===== config.mk =====
export PLATFORM = sky130hd
export DESIGN_NAME = node_rx_ejector
export DESIGN_NICKNAME = d
export VERILOG_FILES = /design/src/rtl/node_net_pkg.sv /design/src/rtl/rx_vc_fifo.sv /design/src/rtl/node_rx_ejector.sv
export SDC_FILE = /design/constraint.sdc
export NUM_CORES = 1
export LEC_CHECK = 0
export ABC_CLOCK_PERIOD_IN_PS = 12340
export CORE_MARGIN = 8
export CORE_UTILIZATION = 44
export DETAILED_ROUTE_END_ITERATION = 10
export PLACE_DENSITY = 0.69
export SETUP_SLACK_MARGIN = 0.05
export SYNTH_ARGS = -nofsm -noshare
export SYNTH_HDL_FRONTEND = slang
export SYNTH_SLANG_ARGS = --single-unit
export TNS_END_PERCENT = 50

===== constraint.sdc =====
create_clock -name N_clk -period 12.34 [get_ports N_clk]
set_input_delay 2.468 -clock N_clk [delete_from_list [all_inputs] [get_ports N_clk]]
set_output_delay 2.468 -clock N_clk [all_outputs]
set_load 0.01 [all_outputs]

===== src/rtl/node_net_pkg.sv =====
// node_net_pkg: flit field offsets, widths, arbiter state type and VC index sizing shared by the node network blocks.
package node_net_pkg;
  localparam int FLIT_W   = 73;
  localparam int ID_W     = 8;
  localparam int DATA_W   = 32;
  localparam int CREDIT_W = 3;
  localparam int VALID    = 72;
  localparam int TAIL     = 71;
  localparam int DST_HI   = 70;
  localparam int DST_LO   = 63;
  localparam int VC_HI    = 62;
  localparam int SRC_HI   = 39;
  localparam int SRC_LO   = 32;
  localparam int DATA_HI  = 31;
  localparam int DATA_LO  = 0;
  localparam int ENTRY_W  = 1 + ID_W + DATA_W;
  typedef enum logic {ARB_IDLE, ARB_PRESENT} arb_state_t;
  function automatic int vc_bits(input int n);
    return (n <= 1) ? 1 : $clog2(n);
  endfunction
endpackage


===== src/rtl/rx_vc_fifo.sv =====
// rx_vc_fifo: per-VC synchronous FIFO exposing head, next-after-head and occupancy for same-cycle re-arbitration.
module rx_vc_fifo #(
  parameter int DEPTH = 4,
  parameter int W = 41
) (
  input  logic                       clk,
  input  logic                       rst,
  input  logic                       i_wr,
  input  logic [W-1:0]               i_wdata,
  input  logic                       i_rd,
  output logic [W-1:0]               o_head,
  output logic [W-1:0]               o_next,
  output logic [$clog2(DEPTH):0]     o_count,
  output logic                       o_full
);
  localparam int AW = $clog2(DEPTH);
  logic [W-1:0] r_mem [DEPTH];
  logic [AW:0] r_wp, r_rp;
  assign o_count = r_wp - r_rp;
  assign o_full  = o_count == (AW+1)'(DEPTH);
  assign o_head  = r_mem[r_rp[AW-1:0]];
  assign o_next  = r_mem[r_rp[AW-1:0] + AW'(1)];
  always_ff @(posedge clk) begin
    if (rst) begin
      r_wp <= '0;
      r_rp <= '0;
    end else begin
      if (i_wr && !o_full) begin
        r_mem[r_wp[AW-1:0]] <= i_wdata;
        r_wp <= r_wp + (AW+1)'(1);
      end
      if (i_rd && o_count != '0) r_rp <= r_rp + (AW+1)'(1);
    end
  end
endmodule


===== src/rtl/node_rx_ejector.sv =====
// node_rx_ejector: buffers router flits per VC, presents them to the PE round-robin and returns freed slots as credits.
// Define RX_EJECT_STATS_EN to add saturating accepted/dropped flit counters.
module node_rx_ejector import node_net_pkg::*; #(
  parameter int NUM_VCS = 2,
  parameter int FIFO_DEPTH = 4,
  parameter int VC_BITS = vc_bits(NUM_VCS)
) (
  input  logic                N_clk,
  input  logic                N_rst,
  input  logic [ID_W-1:0]     Node_id,
  input  logic [FLIT_W-1:0]   Node_i_flit,
  output logic                Node_o_credit_valid,
  output logic [CREDIT_W-1:0] Node_o_credit,
  output logic                Rx_o_valid,
  input  logic                Rx_i_ready,
  output logic [DATA_W-1:0]   Rx_o_data,
  output logic [ID_W-1:0]     Rx_o_src,
  output logic [VC_BITS-1:0]  Rx_o_vc,
  output logic                Rx_o_tail,
`ifdef RX_EJECT_STATS_EN
  output logic [15:0]         Rx_o_stat_rx,
  output logic [15:0]         Rx_o_stat_drop,
`endif
  output logic [1:0]          Rx_o_err
);
  localparam int CNT_W = $clog2(FIFO_DEPTH) + 1;
  arb_state_t r_state;
  logic [VC_BITS-1:0] r_vc, r_cptr;
  logic [ENTRY_W-1:0] r_ent;
  logic [CNT_W-1:0] r_pend [NUM_VCS];
  logic [1:0] r_err;
  logic [ENTRY_W-1:0] w_in;
  logic [ENTRY_W-1:0] w_nh [NUM_VCS];
  logic [ENTRY_W-1:0] w_head [NUM_VCS];
  logic [ENTRY_W-1:0] w_nxt [NUM_VCS];
  logic [CNT_W-1:0] w_cnt [NUM_VCS];
  logic [NUM_VCS-1:0] w_full, w_wr, w_mis, w_pop, w_avail, w_dec;
  logic [VC_BITS-1:0] w_vc, w_gnt, w_csel, w_ai, w_ci;
  logic w_fv, w_hit, w_free, w_gnt_ok, w_ovf;
  assign w_fv   = Node_i_flit[VALID];
  assign w_hit  = Node_i_flit[DST_HI:DST_LO] == Node_id;
  assign w_vc   = Node_i_flit[VC_HI -: VC_BITS];
  assign w_in   = {Node_i_flit[TAIL], Node_i_flit[SRC_HI:SRC_LO], Node_i_flit[DATA_HI:DATA_LO]};
  assign w_free = r_state == ARB_IDLE || Rx_i_ready;
  assign w_ovf  = w_fv && w_hit && w_wr == '0;
  for (genvar g = 0; g < NUM_VCS; g++) begin : g_vc
    assign w_wr[g]    = w_fv && w_hit && w_vc == VC_BITS'(g) && !w_full[g];
    assign w_mis[g]   = w_fv && !w_hit && w_vc == VC_BITS'(g);
    assign w_pop[g]   = r_state == ARB_PRESENT && Rx_i_ready && r_vc == VC_BITS'(g);
    assign w_dec[g]   = Node_o_credit_valid && w_csel == VC_BITS'(g);
    // The next head may be the entry behind a popped head, or the flit being written this very edge.
    assign w_avail[g] = w_wr[g] || w_cnt[g] > CNT_W'(w_pop[g]);
    assign w_nh[g]    = w_cnt[g] > CNT_W'(w_pop[g]) ? (w_pop[g] ? w_nxt[g] : w_head[g]) : w_in;
    rx_vc_fifo #(.DEPTH(FIFO_DEPTH), .W(ENTRY_W)) u_fifo (
      .clk(N_clk),
      .rst(N_rst),
      .i_wr(w_wr[g]),
      .i_wdata(w_in),
      .i_rd(w_pop[g]),
      .o_head(w_head[g]),
      .o_next(w_nxt[g]),
      .o_count(w_cnt[g]),
      .o_full(w_full[g])
    );
    always_ff @(posedge N_clk) begin
      if (N_rst) r_pend[g] <= '0;
      else r_pend[g] <= r_pend[g] + CNT_W'(w_pop[g]) + CNT_W'(w_mis[g]) - CNT_W'(w_dec[g]);
    end
  end
  always_comb begin
    w_gnt_ok = 1'b0;
    w_gnt = r_vc;
    w_ai = '0;
    for (int k = 1; k <= NUM_VCS; k++) begin
      w_ai = VC_BITS'((int'(r_vc) + k) % NUM_VCS);
      if (!w_gnt_ok && w_avail[w_ai]) begin
        w_gnt_ok = 1'b1;
        w_gnt = w_ai;
      end
    end
  end
  always_comb begin
    Node_o_credit_valid = 1'b0;
    w_csel = r_cptr;
    w_ci = '0;
    for (int k = 1; k <= NUM_VCS; k++) begin
      w_ci = VC_BITS'((int'(r_cptr) + k) % NUM_VCS);
      if (!Node_o_credit_valid && r_pend[w_ci] != '0) begin
        Node_o_credit_valid = 1'b1;
        w_csel = w_ci;
      end
    end
  end
  always_ff @(posedge N_clk) begin
    if (N_rst) begin
      r_state <= ARB_IDLE;
      r_vc <= '0;
      r_cptr <= '0;
      r_ent <= '0;
      r_err <= '0;
    end else begin
      if (w_free) r_state <= w_gnt_ok ? ARB_PRESENT : ARB_IDLE;
      if (w_free && w_gnt_ok) begin
        r_vc <= w_gnt;
        r_ent <= w_nh[w_gnt];
      end
      if (Node_o_credit_valid) r_cptr <= w_csel;
      r_err <= r_err | {|w_mis, w_ovf};
    end
  end
  assign Node_o_credit = CREDIT_W'(w_csel);
  assign Rx_o_valid = r_state == ARB_PRESENT;
  assign {Rx_o_tail, Rx_o_src, Rx_o_data} = r_ent;
  assign Rx_o_vc = r_vc;
  assign Rx_o_err = r_err;
`ifdef RX_EJECT_STATS_EN
  logic [15:0] r_stat_rx, r_stat_drop;
  always_ff @(posedge N_clk) begin
    if (N_rst) begin
      r_stat_rx <= '0;
      r_stat_drop <= '0;
    end else begin
      if (|w_wr && r_stat_rx != 16'hFFFF) r_stat_rx <= r_stat_rx + 16'd1;
      if ((|w_mis || w_ovf) && r_stat_drop != 16'hFFFF) r_stat_drop <= r_stat_drop + 16'd1;
    end
  end
  assign Rx_o_stat_rx = r_stat_rx;
  assign Rx_o_stat_drop = r_stat_drop;
`endif
endmodule


# Yosys cells after proc, flatten, opt, wreduce, memory -nomap -nowiden
# Memories as Yosys holds them, arrays and structs flattened. A register that Yosys moved wholly into a read port is not among the register bits.
# Index checks and enable logic that the tools add are counted.
# word_totals
ram_bits	334
output_inout_bits	49
mem_count	3
inputBits	84
word_cells	116
ff_bits	58
# mem_list
memory	depth	word_bits	rd	rd_clocked_by_memory_dff	write_ports	line_no	rtl
g_vc[0].u_fifo.r_mem	4	41	2	1	1	rx_vc_fifo.sv:17	logic [W-1:0] r_mem [DEPTH];
g_vc[1].u_fifo.r_mem	4	41	2	1	1	rx_vc_fifo.sv:17	
r_pend	2	3	4	0	2	node_rx_ejector.sv:30	logic [CNT_W-1:0] r_pend [NUM_VCS];
# op_classes
bitwise	8
eq_ne	3
addsub	18
n_lt_le_gt_ge	5
n_mux	35
n_reduce_logical	35
# ops
operator	count
two-way mux 41 bit	7
two-way mux 1 bit	22
logical AND 1 bit	21
adder 3 x 1 -> 3 bit	4
adder 3 x 1 -> 3 bit (second input constant)	4
nonzero test 3 bit	4
equality test 8 bit	1
two-way mux 2 bit	4
equality test 3 bit (second input constant)	2
> comparator 3 x 1 -> 1 bit	2
two-way mux 3 bit	2
subtractor 3 x 1 -> 3 bit	2
subtractor 3 bit	2
zero test 1 bit	5
adder 1 bit (second input constant)	4
adder 2 x 1 -> 2 bit (second input constant)	2
< comparator 1 x 2 -> 1 bit (second input constant)	2
NOT 1 bit	4
logical OR 1 bit	3
>= comparator 2 bit (second input constant)	1
zero test 2 bit	1
NOT 1 -> 2 bit	1
OR 1 bit	2
OR 2 bit	1
OR reduction 2 bit	1

# Depth between registers and ports, before layout
# depth
depth_word	15
ltp_mapped	12
mapped_depth_nobuf	12

# Cells and area by module
# Synthesis repeated with hierarchy kept, for this count alone.
# hier_totals
hier_cells	1157
area_unflattened_um2	19037.0
# by_module_without_submodules
mod	cells_each	area_each_um2	n_inst	seq_area_each_um2
rx_vc_fifo (g_vc[0].u_fifo)	321	7385.8	1	5084.9
rx_vc_fifo (g_vc[1].u_fifo)	321	7383.3	1	5084.9
node_rx_ejector	515	4267.8	1	1061.0

# Worst setup path after synthesis
# Ideal clock, no wire load.
# synth_timing
path_type	input port to flip-flop
start	in Node_id[3]
end	mem g_vc[0].u_fifo.r_mem[2][0], enable pin
n_path_buf	0
path_stages	4
slack_ns	5.546
t_arrival_ns	6.295
setup_ns	0.499
required_time_ns	11.841
path_cell_list	xor2_1 > nor4_1 > nand3_1 > nor3b_1
# synth_via
elab_chain_len	8
# synth_rtl
element	line_no	rtl
from (decl)	node_rx_ejector.sv:10	input logic [ID_W-1:0] Node_id,
equality test 8 bit	node_rx_ejector.sv:41	assign w_hit = Node_i_flit[DST_HI:DST_LO] == Node_id;
logical AND 1 bit (3 in series)	node_rx_ejector.sv:47	assign w_wr[g] = w_fv && w_hit && w_vc == VC_BITS'(g) && !w_full[g];
logical AND 1 bit	rx_vc_fifo.sv:28	if (i_wr && !o_full) begin
two-way mux 1 bit	rx_vc_fifo.sv:28	
two-way mux 1 bit	rx_vc_fifo.sv:24	if (rst) begin
two-way mux 1 bit (implied by the code)	rx_vc_fifo.sv:29	r_mem[r_wp[AW-1:0]] <= i_wdata;
to (decl)	rx_vc_fifo.sv:17	
# No other way between the ends.

# Final worst setup path
# layout_timing
start	in Node_id[3]
end	mem g_vc[1].u_fifo.r_mem[1][21], enable pin
# layout_via
elab_chain_len	8
# layout_rtl
element	line_no
equality test 8 bit	node_rx_ejector.sv:41
logical AND 1 bit (3 in series)	node_rx_ejector.sv:47
logical AND 1 bit	rx_vc_fifo.sv:28
two-way mux 1 bit	rx_vc_fifo.sv:28
two-way mux 1 bit	rx_vc_fifo.sv:24
two-way mux 1 bit (implied by the code)	rx_vc_fifo.sv:29
to (decl)	rx_vc_fifo.sv:17
# No other way between the ends.

==> results.md <==
- Status: finished, final reports clean
- Initial antenna violation count: 6
- CP endpoint kind: flip-flop
- Hold Vio Cnt, Final: 0
- Placement Setup Slack: 6.56 ns
- Cell variety after synth: 45
- Pin count of the biggest net entering global routing: 85
- Final Skew: 0.0182 ns
- First DRT Iteration DRCs: 849
- Initial Util: 0.448
- Max IR drop VDD: 0.0945 mV
- Number of synthesis warnings: 0
- Crit start category: primary input
- Share of layout cells above drive strength 1: 0.272
- CP startpoint: Node_id[3]
- Slew Limit Headroom: 0.308
- Detail Route Antenna Nets: 0
- Vias: 11200
- CTS tree: done
- Hold Path Class: reg -> reg
- Filler cells: 3537
- Die W: 226 um
- Die height: 226 um
- Final hold slack: 0.474 ns
- Remaining DRCs: 0
- Crit Path Max Fanout: 21
- Core footprint: 43200 um^2
- HPWL reported at the end of detailed placement: 26.0 mm
- Worst-path clk slew: 0.06 ns
- DRT Pass-1 Iters: 5
- All-layer global routing usage: 0.180
- PwrDens: 132 nW/um^2
- Worst Reg-to-Reg Cells: 11
- Syn Inst Count: 1226
- Overflow after GRT: 0
- Clk sinks: 397
- Area delta synth->final: 16.1%
- Worst r2r src: g_vc[0].u_fifo.r_rp[0]$_SDFFE_PP0P_
- Yosys reg bits: 397
- IO Port Bufs: 108
- Hold buffer count at cts: 0
- IO Pins: 133
- Root buffer cell: clkbuf_16
- Row cnt: 76
- Setup violations, final: 0
- WP data required: 12.53 ns
- Setup Crit Path Kind: in -> reg
- RSZ-0062 raised after global routing: no
- Die ar.: 50900 um^2
- Global-route wire length before repair: 70.3 mm
- Post-synth EDFFs: 328
- Area of the mapped netlist: 19300 um^2
- Top FF cell, synth: edfxtp_1
- Latest clock arrival within the worst-skew pair: 0.54 ns
- Total Routed Length: 45.9 mm
- RR Endpoint: r_ent[14]$_SDFFE_PP0P_
- PnR worst setup slack: 7.03 ns
- Final Max Tran Viols: 0
- Sequential share of the synthesized area: 0.581
- Flop2flop setup slack: 8.32 ns
- Post-route minimum period: 5.31 ns
- Commonest non-fill, non-tap cell in the layout: edfxtp_1
- Worst-Margin Slew: 1.04 ns
- Final Non-Filler Cells: 1933
- Clock buffer depth: 3
- Final core utilization: 0.520
- Routability Congestion: 0.756
- Routed vias/inst: 5.80
- Commonest non-fill, non-tap cells in the layout: edfxtp_1 (328), mux4_2 (164), a21oi_1 (127)
- Placed cell count: 1853
- Nets: 1419
- Synth async-reset ratio: 0
- Mean Syn Cell Area: 15.8 um^2
- Maximum clock frequency: 188 MHz
- Number of global-route vias before repair: 11800
- H-Tree Level Count: 2
- Leakage power: 7.33 nW
- HP Start: Rx_o_err[1]$_SDFF_PP0_
- Fraction of the cycle the final worst path needs: 0.430
- Post CTS Setup Buffer Count: 0
- Max-cap violations: 0
- Avg WL per Cell: 23.7 um
- Hold endpoint: Rx_o_err[1]$_SDFF_PP0_
- Worst EP arrival: 5.50 ns
- Post-cts gate resize count: 0
- Setup TNS Final: 0 ns
- CTS buffer count: 43
- WHS Path Cells: 2
==> routing by layer <==
metal,GRT usage,vias to the layer above,wire [um],part of all wire
met5,0,-,55,0.0012
met4,0.0526,8,1070,0.023
met3,0.0487,86,3760,0.082
met2,0.306,418,22500,0.49
met1,0.224,5726,18500,0.40
li1,-,4972,-,-
==> metrics by stage <==
step           instance area [um^2]  total power, mW
5_1_grt                       22400             3.06
4_1_cts                       22400             2.99
3_3_place_gp                  21000             1.68
3_5_place_dp                  21000             1.69
2_1_floorplan                 19300             1.61
6_report                      22400             2.97
==> power breakdown <==
group | internal, mW | switching, mW
clock network | 0.803 | 0.505
logic | 0.0911 | 0.0970
registers | 1.46 | 0.00827
total | 2.36 | 0.610
==> worst max path at each step <==
stage | end | cells past startpoint | slack (ns)
floorplan | g_vc[0].u_fifo.r_mem[2][0]$_DFFE_PP_ | 4 | 5.55
CTS | g_vc[1].u_fifo.r_mem[1][26]$_DFFE_PP_ | 7 | 7.12
detailed placement | g_vc[1].u_fifo.r_mem[1][15]$_DFFE_PP_ | 7 | 6.56
finish | g_vc[1].u_fifo.r_mem[1][21]$_DFFE_PP_ | 7 | 7.03
global placement | g_vc[1].u_fifo.r_mem[1][15]$_DFFE_PP_ | 7 | 6.57
global route | g_vc[1].u_fifo.r_mem[1][22]$_DFFE_PP_ | 7 | 6.94
==> sequential cells by signal (all words and copies together) (netlist names), named ones only <==
register,cells
Rx_o_valid,1
r_pend,6
r_cptr,1
Rx_o_err,2
g_vc.u_fifo.r_mem,328
r_ent,41
g_vc.u_fifo.r_rp,6
Rx_o_vc,1
g_vc.u_fifo.r_wp,6
==> cells by family (layout without fill, tap and decap cells) <==
| logic type | count (synthesis) | after routing | synth area share |
|---|---|---|---|
| xor+xnor | 22 | 22 | 0.0115 |
| other cells | 1 | 4 | 0.000194 |
| simple gates | 238 | 238 | 0.0530 |
| flops | 397 | 397 | 0.581 |
| fa+ha+maj | 22 | 22 | 0.0166 |
| buf+inv | 119 | 238 | 0.0275 |
| mux | 251 | 251 | 0.246 |
| compound gates | 176 | 176 | 0.0637 |
==> synth_stat cells, types with 4 or more instances <==
library cell    n  area (um^2)
buf_1          13         48.8
nand4_1         5         31.3
buf_4           4         30.0
mux2_4         39          586
dfxtp_1        69         1380
inv_1          22         82.6
clkbuf_1       42          158
nor2_1        114          428
buf_6           4         45.0
edfxtp_1      328         9850
mux2i_1        46          460
nand2_1        86          323
ha_1           16          200
xor2_1         12          105
mux4_2        164         3690
nor2b_1         6         37.5
and2_1          4         25.0
a211oi_2       39          488
nor3b_1         4         30.0
buf_2          32          160
a21oi_1       127          636
fa_1            6          120
xnor2_1         8         70.1
==> worst max-delay path, cell delays in order <==
cell and delay [ns]:
clkdlybuf4s50_1 0.41, xor2_1 0.19, nor4_1 0.70, nand3_1 0.31, nor2_1 0.28, and2_2 0.65, buf_4 0.47
==> area by class of cell <==
class / count / area, um^2 / area share
flip-flops and latches: 397 / 11200 / 0.501
clock buffers: 62 / 1280 / 0.0570
inverters: 24 / 90.1 / 0.00401
repair buffers: 136 / 1290 / 0.0574
multi-input cells: 711 / 7630 / 0.340
diodes: 2 / 5.00 / 0.000223
clock inverters: 16 / 180 / 0.00803
well taps: 585 / 732 / 0.0326
No activity file was read; power rests on OpenSTA's default activity.
